==> config.mk <==
export PLATFORM = sky130hd
export DESIGN_NAME = life_grid_seq_flat
export DESIGN_NICKNAME = d
export VERILOG_FILES = /design/src/rtl/life_grid_seq_if.sv /design/src/rtl/life_grid_seq.sv /design/src/flat_wrapper.sv
export SDC_FILE = /design/constraint.sdc
export NUM_CORES = 1
export LEC_CHECK = 0
export BUFFER_PORTS_ARGS = -buffer_cell sky130_fd_sc_hd__buf_2
export CAP_MARGIN = 20
export CORE_MARGIN = 1.5
export CORE_UTILIZATION = 60
export DETAILED_ROUTE_END_ITERATION = 12
export PLACE_DENSITY = 0.79
export REMOVE_ABC_BUFFERS = 1
export SLEW_MARGIN = 20
export SYNTH_ARGS = -nofsm -noshare
export SYNTH_HDL_FRONTEND = slang
export SYNTH_SLANG_ARGS = --single-unit
==> constraint.sdc <==
create_clock -name clk -period 16.1 [get_ports clk]
set_clock_uncertainty 0.2 [all_clocks]
set_input_delay 2.415 -clock clk [delete_from_list [all_inputs] [get_ports clk]]
set_output_delay 2.415 -clock clk [all_outputs]
set_load 0.03 [all_outputs]
==> src/rtl/life_grid_seq_if.sv <==
// Host-side bus for life_grid_seq.
//   load_en/load_row/load_data : write one row of the committed grid (idle only)
//   start/gens                 : request a run of gens generations (idle only)
//   abort                      : stop a run in progress
//   rd_row/rd_data             : combinational read of a committed grid row
//   busy/done                  : run in progress / one-cycle end-of-run pulse
//   gen_count                  : committed generations since reset (wraps)
// The slave modport is the sequencer side; master is the host side.
interface life_grid_seq_if #(
  parameter int unsigned W  = 8,
  parameter int unsigned H  = 8,
  parameter int unsigned GW = 16
) ();
  logic                 load_en;
  logic [$clog2(H)-1:0] load_row;
  logic [W-1:0]         load_data;
  logic                 start;
  logic [GW-1:0]        gens;
  logic                 abort;
  logic [$clog2(H)-1:0] rd_row;
  logic [W-1:0]         rd_data;
  logic                 busy;
  logic                 done;
  logic [GW-1:0]        gen_count;

  modport slave (
    input  load_en, load_row, load_data, start, gens, abort, rd_row,
    output rd_data, busy, done, gen_count
  );

  modport master (
    output load_en, load_row, load_data, start, gens, abort, rd_row,
    input  rd_data, busy, done, gen_count
  );
endinterface

==> src/rtl/life_grid_seq.sv <==
// Toroidal Game-of-Life sequencer.
// One rule evaluator is swept over all W*H cells (one cell per clock) writing a
// shadow grid; the shadow is then committed to the visible grid in one cycle.
// Ports:
//   clk   : rising-edge clock
//   rst_n : asynchronous active-low reset (clears both grids and all counters)
//   bus   : life_grid_seq_if.slave host bus (load, start/gens, abort, read,
//           busy/done handshake, gen_count)
module life_grid_seq #(
  parameter int unsigned W  = 8,
  parameter int unsigned H  = 8,
  parameter int unsigned GW = 16
) (
  input  logic                 clk,
  input  logic                 rst_n,
  life_grid_seq_if.slave       bus
);

  localparam int unsigned RW = $clog2(H);
  localparam int unsigned CW = $clog2(W);
  localparam logic [RW-1:0] RowMax = RW'(H - 1);
  localparam logic [CW-1:0] ColMax = CW'(W - 1);

  typedef enum logic [1:0] {StIdle, StEval, StCommit, StFin} state_e;

  state_e                 state_q, state_d;
  logic [H-1:0][W-1:0]    cur_q, cur_d;
  logic [H-1:0][W-1:0]    shd_q, shd_d;
  logic [RW-1:0]          row_q, row_d;
  logic [CW-1:0]          col_q, col_d;
  logic [GW-1:0]          rem_q, rem_d;
  logic [GW-1:0]          gcnt_q, gcnt_d;

  logic [RW-1:0]          row_up, row_dn;
  logic [CW-1:0]          col_lf, col_rt;
  logic [3:0]             nbr_cnt;
  logic                   cell_next;

  // Neighbour coordinates wrap around the torus edges.
  always_comb begin
    row_up = (row_q == '0)     ? RowMax : row_q - RW'(1);
    row_dn = (row_q == RowMax) ? '0     : row_q + RW'(1);
    col_lf = (col_q == '0)     ? ColMax : col_q - CW'(1);
    col_rt = (col_q == ColMax) ? '0     : col_q + CW'(1);

    nbr_cnt = 4'(cur_q[row_up][col_lf]) + 4'(cur_q[row_up][col_q]) +
              4'(cur_q[row_up][col_rt]) + 4'(cur_q[row_q][col_lf])  +
              4'(cur_q[row_q][col_rt])  + 4'(cur_q[row_dn][col_lf]) +
              4'(cur_q[row_dn][col_q])  + 4'(cur_q[row_dn][col_rt]);

    cell_next = (cur_q[row_q][col_q] & (nbr_cnt == 4'd2)) | (nbr_cnt == 4'd3);
  end

  always_comb begin
    state_d = state_q;
    cur_d   = cur_q;
    shd_d   = shd_q;
    row_d   = row_q;
    col_d   = col_q;
    rem_d   = rem_q;
    gcnt_d  = gcnt_q;

    unique case (state_q)
      StIdle: begin
        // A load in the same cycle as start takes priority; start is dropped.
        if (bus.load_en) begin
          cur_d[bus.load_row] = bus.load_data;
        end else if (bus.start) begin
          rem_d   = bus.gens;
          state_d = (bus.gens != '0) ? StEval : StFin;
        end
      end

      StEval: begin
        if (bus.abort) begin
          row_d   = '0;
          col_d   = '0;
          state_d = StFin;
        end else begin
          shd_d[row_q][col_q] = cell_next;
          if (col_q == ColMax) begin
            col_d = '0;
            if (row_q == RowMax) begin
              row_d   = '0;
              state_d = StCommit;
            end else begin
              row_d = row_q + RW'(1);
            end
          end else begin
            col_d = col_q + CW'(1);
          end
        end
      end

      StCommit: begin
        // The commit always completes; abort only cuts off further generations.
        cur_d   = shd_q;
        gcnt_d  = gcnt_q + GW'(1);
        rem_d   = rem_q - GW'(1);
        state_d = (bus.abort || rem_q == GW'(1)) ? StFin : StEval;
      end

      StFin: begin
        state_d = StIdle;
      end

      default: begin
        state_d = StIdle;
      end
    endcase
  end

  always_ff @(posedge clk or negedge rst_n) begin
    if (!rst_n) begin
      state_q <= StIdle;
      cur_q   <= '0;
      shd_q   <= '0;
      row_q   <= '0;
      col_q   <= '0;
      rem_q   <= '0;
      gcnt_q  <= '0;
    end else begin
      state_q <= state_d;
      cur_q   <= cur_d;
      shd_q   <= shd_d;
      row_q   <= row_d;
      col_q   <= col_d;
      rem_q   <= rem_d;
      gcnt_q  <= gcnt_d;
    end
  end

  assign bus.rd_data   = cur_q[bus.rd_row];
  assign bus.busy      = (state_q == StEval) || (state_q == StCommit);
  assign bus.done      = (state_q == StFin);
  assign bus.gen_count = gcnt_q;

endmodule

==> src/flat_wrapper.sv <==
// flat-port wrapper written by rule: the top's interface ports become plain ports
module life_grid_seq_flat 
#(
  parameter int unsigned W  = 8,
  parameter int unsigned H  = 8,
  parameter int unsigned GW = 16
)
  (clk, rst_n, bus_load_en, bus_load_row, bus_load_data, bus_start, bus_gens, bus_abort, bus_rd_row, bus_rd_data, bus_busy, bus_done, bus_gen_count);
  life_grid_seq_if #(.W(W), .H(H), .GW(GW)) bus_i ();
  input  logic clk;
  input  logic rst_n;
  input wire logic [$bits(bus_i.load_en)-1:0] bus_load_en;
  input wire logic [$bits(bus_i.load_row)-1:0] bus_load_row;
  input wire logic [$bits(bus_i.load_data)-1:0] bus_load_data;
  input wire logic [$bits(bus_i.start)-1:0] bus_start;
  input wire logic [$bits(bus_i.gens)-1:0] bus_gens;
  input wire logic [$bits(bus_i.abort)-1:0] bus_abort;
  input wire logic [$bits(bus_i.rd_row)-1:0] bus_rd_row;
  output wire logic [$bits(bus_i.rd_data)-1:0] bus_rd_data;
  output wire logic [$bits(bus_i.busy)-1:0] bus_busy;
  output wire logic [$bits(bus_i.done)-1:0] bus_done;
  output wire logic [$bits(bus_i.gen_count)-1:0] bus_gen_count;
  assign bus_i.load_en = bus_load_en;
  assign bus_i.load_row = bus_load_row;
  assign bus_i.load_data = bus_load_data;
  assign bus_i.start = bus_start;
  assign bus_i.gens = bus_gens;
  assign bus_i.abort = bus_abort;
  assign bus_i.rd_row = bus_rd_row;
  assign bus_rd_data = bus_i.rd_data;
  assign bus_busy = bus_i.busy;
  assign bus_done = bus_i.done;
  assign bus_gen_count = bus_i.gen_count;
  life_grid_seq #(.W(W), .H(H), .GW(GW)) u_core (.clk(clk), .rst_n(rst_n), .bus(bus_i));
endmodule
* After elaboration in Yosys (flattened, before gate mapping)
Cells that the tools add are included.
** Word-level totals
- Bits in registers :: 168
- Bits in latches :: 0
- Bits in writable memories :: 0
- Memory bits (read-only) :: 0
- Input bits :: 35
- Output and inout port bits :: 26
- Memories kept :: 0
** Cells by class
- Add/sub/neg operators :: 13
- $mul :: 0
- Div/mod/pow operators :: 0
- Magnitude comparators :: 11
- Equality and inequality tests :: 13
- Shifts and indexed selects :: 0
- Mux-type cells :: 54
- Bitwise operators :: 3
- Reductions and logical operators :: 16
** Operators by type and width (count)
- bitwise mux 64 bit :: 2
- case mux 64 bit (2 select lines) :: 1
- binary-select mux 8 bit (select 3 bit) :: 4
- two-way mux 64 bit :: 1
- demux 8 bit (select 3 bit) :: 2
- two-way mux 8 bit :: 6
- less-than comparator 3 x 4 -> 1 bit (second input constant) :: 8
- two-way mux 16 bit :: 2
- case mux 16 bit (2 select lines) :: 1
- binary-select mux 1 bit (select 3 bit) :: 9
- adder 4 x 1 -> 4 bit :: 6
- two-way mux 3 bit :: 7
- adder 16 x 1 -> 16 bit (second input constant) :: 1
- equality test 16 x 1 -> 1 bit (second input constant) :: 1
- nonzero test 16 bit :: 1
- subtractor 16 x 1 -> 16 bit (second input constant) :: 1
- two-way mux 2 bit :: 7
- two-way mux 1 bit :: 10
- >= comparator 3 x 1 -> 1 bit (second input constant) :: 3
- equality test 4 x 2 -> 1 bit (second input constant) :: 2
- case mux 2 bit (4 select lines) :: 1
- adder 3 x 1 -> 3 bit (second input constant) :: 2
- equality test 3 bit (second input constant) :: 2
- zero test 3 bit :: 2
- 17 further kinds :: 28

* Logic depth before layout (Yosys ltp)
- Depth in word-level cells :: 17
- Depth in mapped cells :: 26
- Mapped depth without buffers :: 23

* Worst setup path before layout
Ideal clock, no wire load.
- Path type :: input-to-output
- Start :: input bus_rd_row[0]
- End :: output bus_rd_data[0]
- Arrival time :: 4.244 ns
- Required time :: 13.485 ns
- Slack :: 9.241 ns
- Cell stages on the path :: 4
- Path buffers :: 2
- Cell sequence :: clkbuf_1 -> buf_1 -> mux4_2 -> mux2_2
** Between the ends
- Word-level cells in the longest chain between the ends :: 2
** RTL lines
- start, declared :: RTL line flat_wrapper.sv:18 : input wire logic [$bits(bus_i.rd_row)-1:0] bus_rd_row;
- binary-select mux 8 bit (select 3 bit) :: RTL line life_grid_seq.sv:133 : assign bus.rd_data = cur_q[bus.rd_row];
- two-way mux 8 bit (implied by the code) :: RTL line life_grid_seq.sv:133
- end, declared :: RTL line flat_wrapper.sv:19 : output wire logic [$bits(bus_i.rd_data)-1:0] bus_rd_data;
Every way passes these cells. The select of a mux whose other input is x is not followed.

* Final worst setup path
- Start :: register u_core.row_q[1]
- End :: register u_core.shd_q[44] in the netlist's numbering
** Between the ends
- Word-level cells in the longest chain between the ends :: 17
** RTL lines
- start, declared :: RTL line life_grid_seq.sv:29 : logic [RW-1:0] row_q, row_d;
- start signal, assigned :: RTL line life_grid_seq.sv:126 : row_q <= row_d;
- subtractor 3 x 1 -> 3 bit / zero test 3 bit (equally long branches) :: RTL line life_grid_seq.sv:41 : row_up = (row_q == '0) ? RowMax : row_q - RW'(1);
- two-way mux 3 bit :: RTL line life_grid_seq.sv:41
- binary-select mux 8 bit (select 3 bit) :: RTL line life_grid_seq.sv:46, life_grid_seq.sv:47
- two-way mux 8 bit (implied by the code) :: RTL line life_grid_seq.sv:46, life_grid_seq.sv:47
- binary-select mux 1 bit (select 3 bit) :: RTL line life_grid_seq.sv:46 : nbr_cnt = 4'(cur_q[row_up][col_lf]) + 4'(cur_q[row_up][col_q]) +
- two-way mux 1 bit (implied by the code) :: RTL line life_grid_seq.sv:46
- adder 1 x 1 -> 2 bit :: RTL line life_grid_seq.sv:46
- adder 4 x 1 -> 4 bit :: RTL line life_grid_seq.sv:46
- adder 4 x 1 -> 4 bit (2 in series) :: RTL line life_grid_seq.sv:47 : 4'(cur_q[row_up][col_rt]) + 4'(cur_q[row_q][col_lf]) +
- adder 4 x 1 -> 4 bit (2 in series) :: RTL line life_grid_seq.sv:48 : 4'(cur_q[row_q][col_rt]) + 4'(cur_q[row_dn][col_lf]) +
- adder 4 x 1 -> 4 bit :: RTL line life_grid_seq.sv:49 : 4'(cur_q[row_dn][col_q]) + 4'(cur_q[row_dn][col_rt]);
- equality test 4 x 2 -> 1 bit :: RTL line life_grid_seq.sv:51 : cell_next = (cur_q[row_q][col_q] & (nbr_cnt == 4'd2)) | (nbr_cnt == 4'd3);
- bitwise AND 1 bit :: RTL line life_grid_seq.sv:51
- bitwise OR 1 bit :: RTL line life_grid_seq.sv:51
- bitwise mux 64 bit (*) :: RTL line life_grid_seq.sv:80 : shd_d[row_q][col_q] = cell_next;
- end signal, assigned :: RTL line life_grid_seq.sv:117 : shd_q <= '0;
- end signal, assigned :: RTL line life_grid_seq.sv:125 : shd_q <= shd_d;
- end, declared :: RTL line life_grid_seq.sv:28 : logic [H-1:0][W-1:0] shd_q, shd_d;
Mark *: on every way between the ends. The rest lies on a longest branch, timed or not. The select of a mux whose other input is x is not followed.
A chain may end at the register's enable or synchronous reset.

==> impl_metrics.yaml <==
status:
  outcome: "finished clean"
clock_network:
  cts_inserted_buffers: 17
  cts.path.max_buffers: 2
  cts_tree: "built"
  h-tree-depth: 4
  clk_latency_ns: 0.44
  cts_hold_buf: 0
  path_clk_slew_ns: 0.07
  cts-resized-gates: 0
  clock_sinks: 168
  cts_setup_buffers: 0
  root_buffer: "clkbuf_16"
detailed_routing:
  drcViolationCount: 0
  wirelength_mm: 32.9
  dr_total_vias: 9558
  vias_per_cell: 7.45
  drtPass1Iterations: 7
  first_iter_violations: 1386
  ant_nets: 0
  routedWlPerCell_um: 25.6
global_route:
  antenna_found_initial: 0
  grt_pass1_vias: 9161
  grt_overflow: 0
  grt_max_degree: 98
  grt_first_pass_wirelength_mm: 51.0
  grt_usage: 0.367
layout:
  area_growth_pct: 8.13
  final.fill_count: 1321
  finalNonFillerCells: 1283
  fin_nets: 1106
  multi_input_area_um2: 6010
  utilization: 0.666
  final_area_um2: 11500
  insertedDiodeCount: 0
  layout-drive-gt1-share: 0.186
  seqCellArea_um2: 4200
yosys:
  ys_seq_area_frac: 0.395
  syn_area_um2: 10700
  async_reset_ff_frac: 1.00
  ys_types: 58
  yosysWarnings: 0
  yosys.area.top_type: "dfrtp_1"
  yosysTopAreaCellShare: 0.395
  syn_area_per_cell_um2: 10.1
  yosys_register_bits: 168
  yosys-top-cells-area: "dfrtp_1 39%, mux4_2 13%, a22oi_1 9.1%"
  ys.flop_type: "dfrtp_1"
  synthCells: 1050
  synth-edff-count: 0
floorplanning:
  die_area_um2: 18600
  rows: 48
  ios: 61
  core_area_um2: 17300
  start_util: 0.616
  die-width_um: 136
  die_y_um: 136
setup_path:
  path_class: "flop to flop"
  crit_path_top_delay_cell: "dfrtp_1"
  cp.arrival_ns: 7.91
  startpoint_type: "flop"
  required_ns: 16.18
  crit_path_end_kind: "flop"
  path_cells: "inv_1 > ha_1 > buf_4 > mux4_2 > mux2i_1 > mux4_2 > a21oi_1 > ha_1 > inv_1 > fa_1 > fa_1 > inv_1 > fa_1 > inv_1 > fa_1 > a2111oi_0 > a21oi_1 > nor2_1 > o31ai_4 > buf_4 > o41a_2 > a21oi_1"
  path_max_fanout: 41
  slowest_delay_ns: 0.96
sta:
  fmax_ghz: 0.128
  slew_viol_final: 0
  postLayoutSetupSlackWorst_ns: 8.26
  relSlewSlack: 0.233
  worstMarginPinSlew_ns: 1.15
  finalHoldViolations: 0
  setup_tns_ns: 0
  period_minus_slack_ns: 7.84
  setup_violations: 0
  fin_crit_sh: 0.487
  rsz0062_at_grt: "false"
placed_design:
  gp_congestion: 1.07
  hpwl_mm: 20.7
  post-place-ws_ns: 8.36
  dpl_cell_area_um2: 10900
  portBuffers: 60
  placed_cells: 1255
power:
  ir_worst_vdd_v: 0.000599
  p_leak_nw: 4.48
  power.density_nw_per_um2: 237
hold_path:
  holdCritPathClass: "flop to flop"
run:
  maxCapViolations: 0
[layout make-up]
type / count / area share
multi-input combinational: 772 / 0.522
tap: 225 / 0.0244
clock buffer: 19 / 0.0393
sequential: 168 / 0.365
timing repair buffer: 68 / 0.0318
clock inverter: 9 / 0.0103
inverter: 22 / 0.00717
[worst paths after layout]
kind                       depth (start not counted)                      from                        to  slack, ns
max                                               22           u_core.row_q[1]          u_core.shd_q[44]       8.26
max reg2reg                                       22           u_core.row_q[1]          u_core.shd_q[44]       8.26
min reg2reg                                        1  u_core.bus.gen_count[15]  u_core.bus.gen_count[15]       0.26
max in group asynchronous                          2                     rst_n           u_core.col_q[0]      12.37
min in group asynchronous                          1                     rst_n           u_core.row_q[0]       1.87
min                                                1  u_core.bus.gen_count[15]  u_core.bus.gen_count[15]       0.26
[cell families (layout without fill, tap and decap cells)]
logic type      count (synthesis)  count (layout)  share of synthesized area
compound gates                416             416                      0.253
xor+xnor                       15              15                     0.0123
fa+ha+maj                      22              22                     0.0287
buf+inv                       110             118                     0.0440
flops                         168             168                      0.395
mux                           107             107                      0.177
simple gates                  212             212                     0.0903
[state kept, by name, indices dropped and copies added (netlist names)]
name,count
u_core.cur_q,64
u_core.shd_q,64
u_core.bus.gen_count,16
u_core.rem_q,16
u_core.col_q,3
u_core.row_q,3
u_core.state_q,2
[cells in the final DEF (no fill, tap or decap), types with 9 or more instances in the layout]
cell,Yosys,layout
dfrtp_1,168,168
a22oi_1,129,129
o21ai_0,129,129
nor2_1,89,89
mux4_2,63,63
buf_2,9,59
a21oi_1,58,57
nand2_1,41,41
o31ai_1,41,41
nand3_1,34,34
mux2_2,22,22
mux2i_1,22,22
o22ai_1,19,19
inv_1,18,18
ha_1,18,17
clkbuf_16,0,17
xnor2_1,10,10
nor3_1,9,9
[where the power goes]
group	total, mW	internal (mW)	switching (mW)
registers	0.744	0.543	0.201
clock network	0.413	0.235	0.178
logic	1.57	0.578	0.995
[routing by layer]
metal  part of all wire  routed length (um)  global-route usage
met5                  0                   0                   0
met2               0.45               14800               0.536
met3               0.14                4600               0.135
met4              0.036                1170               0.156
met1               0.38               12400               0.496
[critical path: cells and delay by family, from the launching register on]
family	cells	cell delay (ns)
mux	3	1.18
compound gates	6	1.16
simple gates	1	0.09
flops	1	0.96
fa+ha+maj	6	2.77
buf+inv	6	1.29
[cells in the mapped netlist, types with 4 or more instances]
master / instances
dfrtp_1: 168
a22oi_1: 129
o21ai_0: 129
nor2_1: 89
mux4_2: 63
a21oi_1: 58
clkbuf_1: 55
nand2_1: 41
o31ai_1: 41
nand3_1: 34
mux2_2: 22
mux2i_1: 22
o22ai_1: 19
ha_1: 18
inv_1: 18
buf_1: 17
xnor2_1: 10
buf_2: 9
nor3_1: 9
nor2b_1: 7
o211ai_1: 7
or3_1: 6
buf_6: 5
nor4_1: 5
o221ai_1: 5
xor2_1: 5
a32o_1: 4
and3_1: 4
fa_1: 4
nand2b_1: 4
[metrics by stage]
stage | power (mW) | hold WS [ns]
2_1_floorplan | 1.78 | 0.266
3_3_place_gp | 2.24 | 0.257
3_5_place_dp | 2.26 | 0.261
4_1_cts | 2.68 | 0.270
5_1_grt | 2.90 | 0.286
6_report | 2.73 | 0.261
Note: power is estimated with default switching activity, not from simulation.
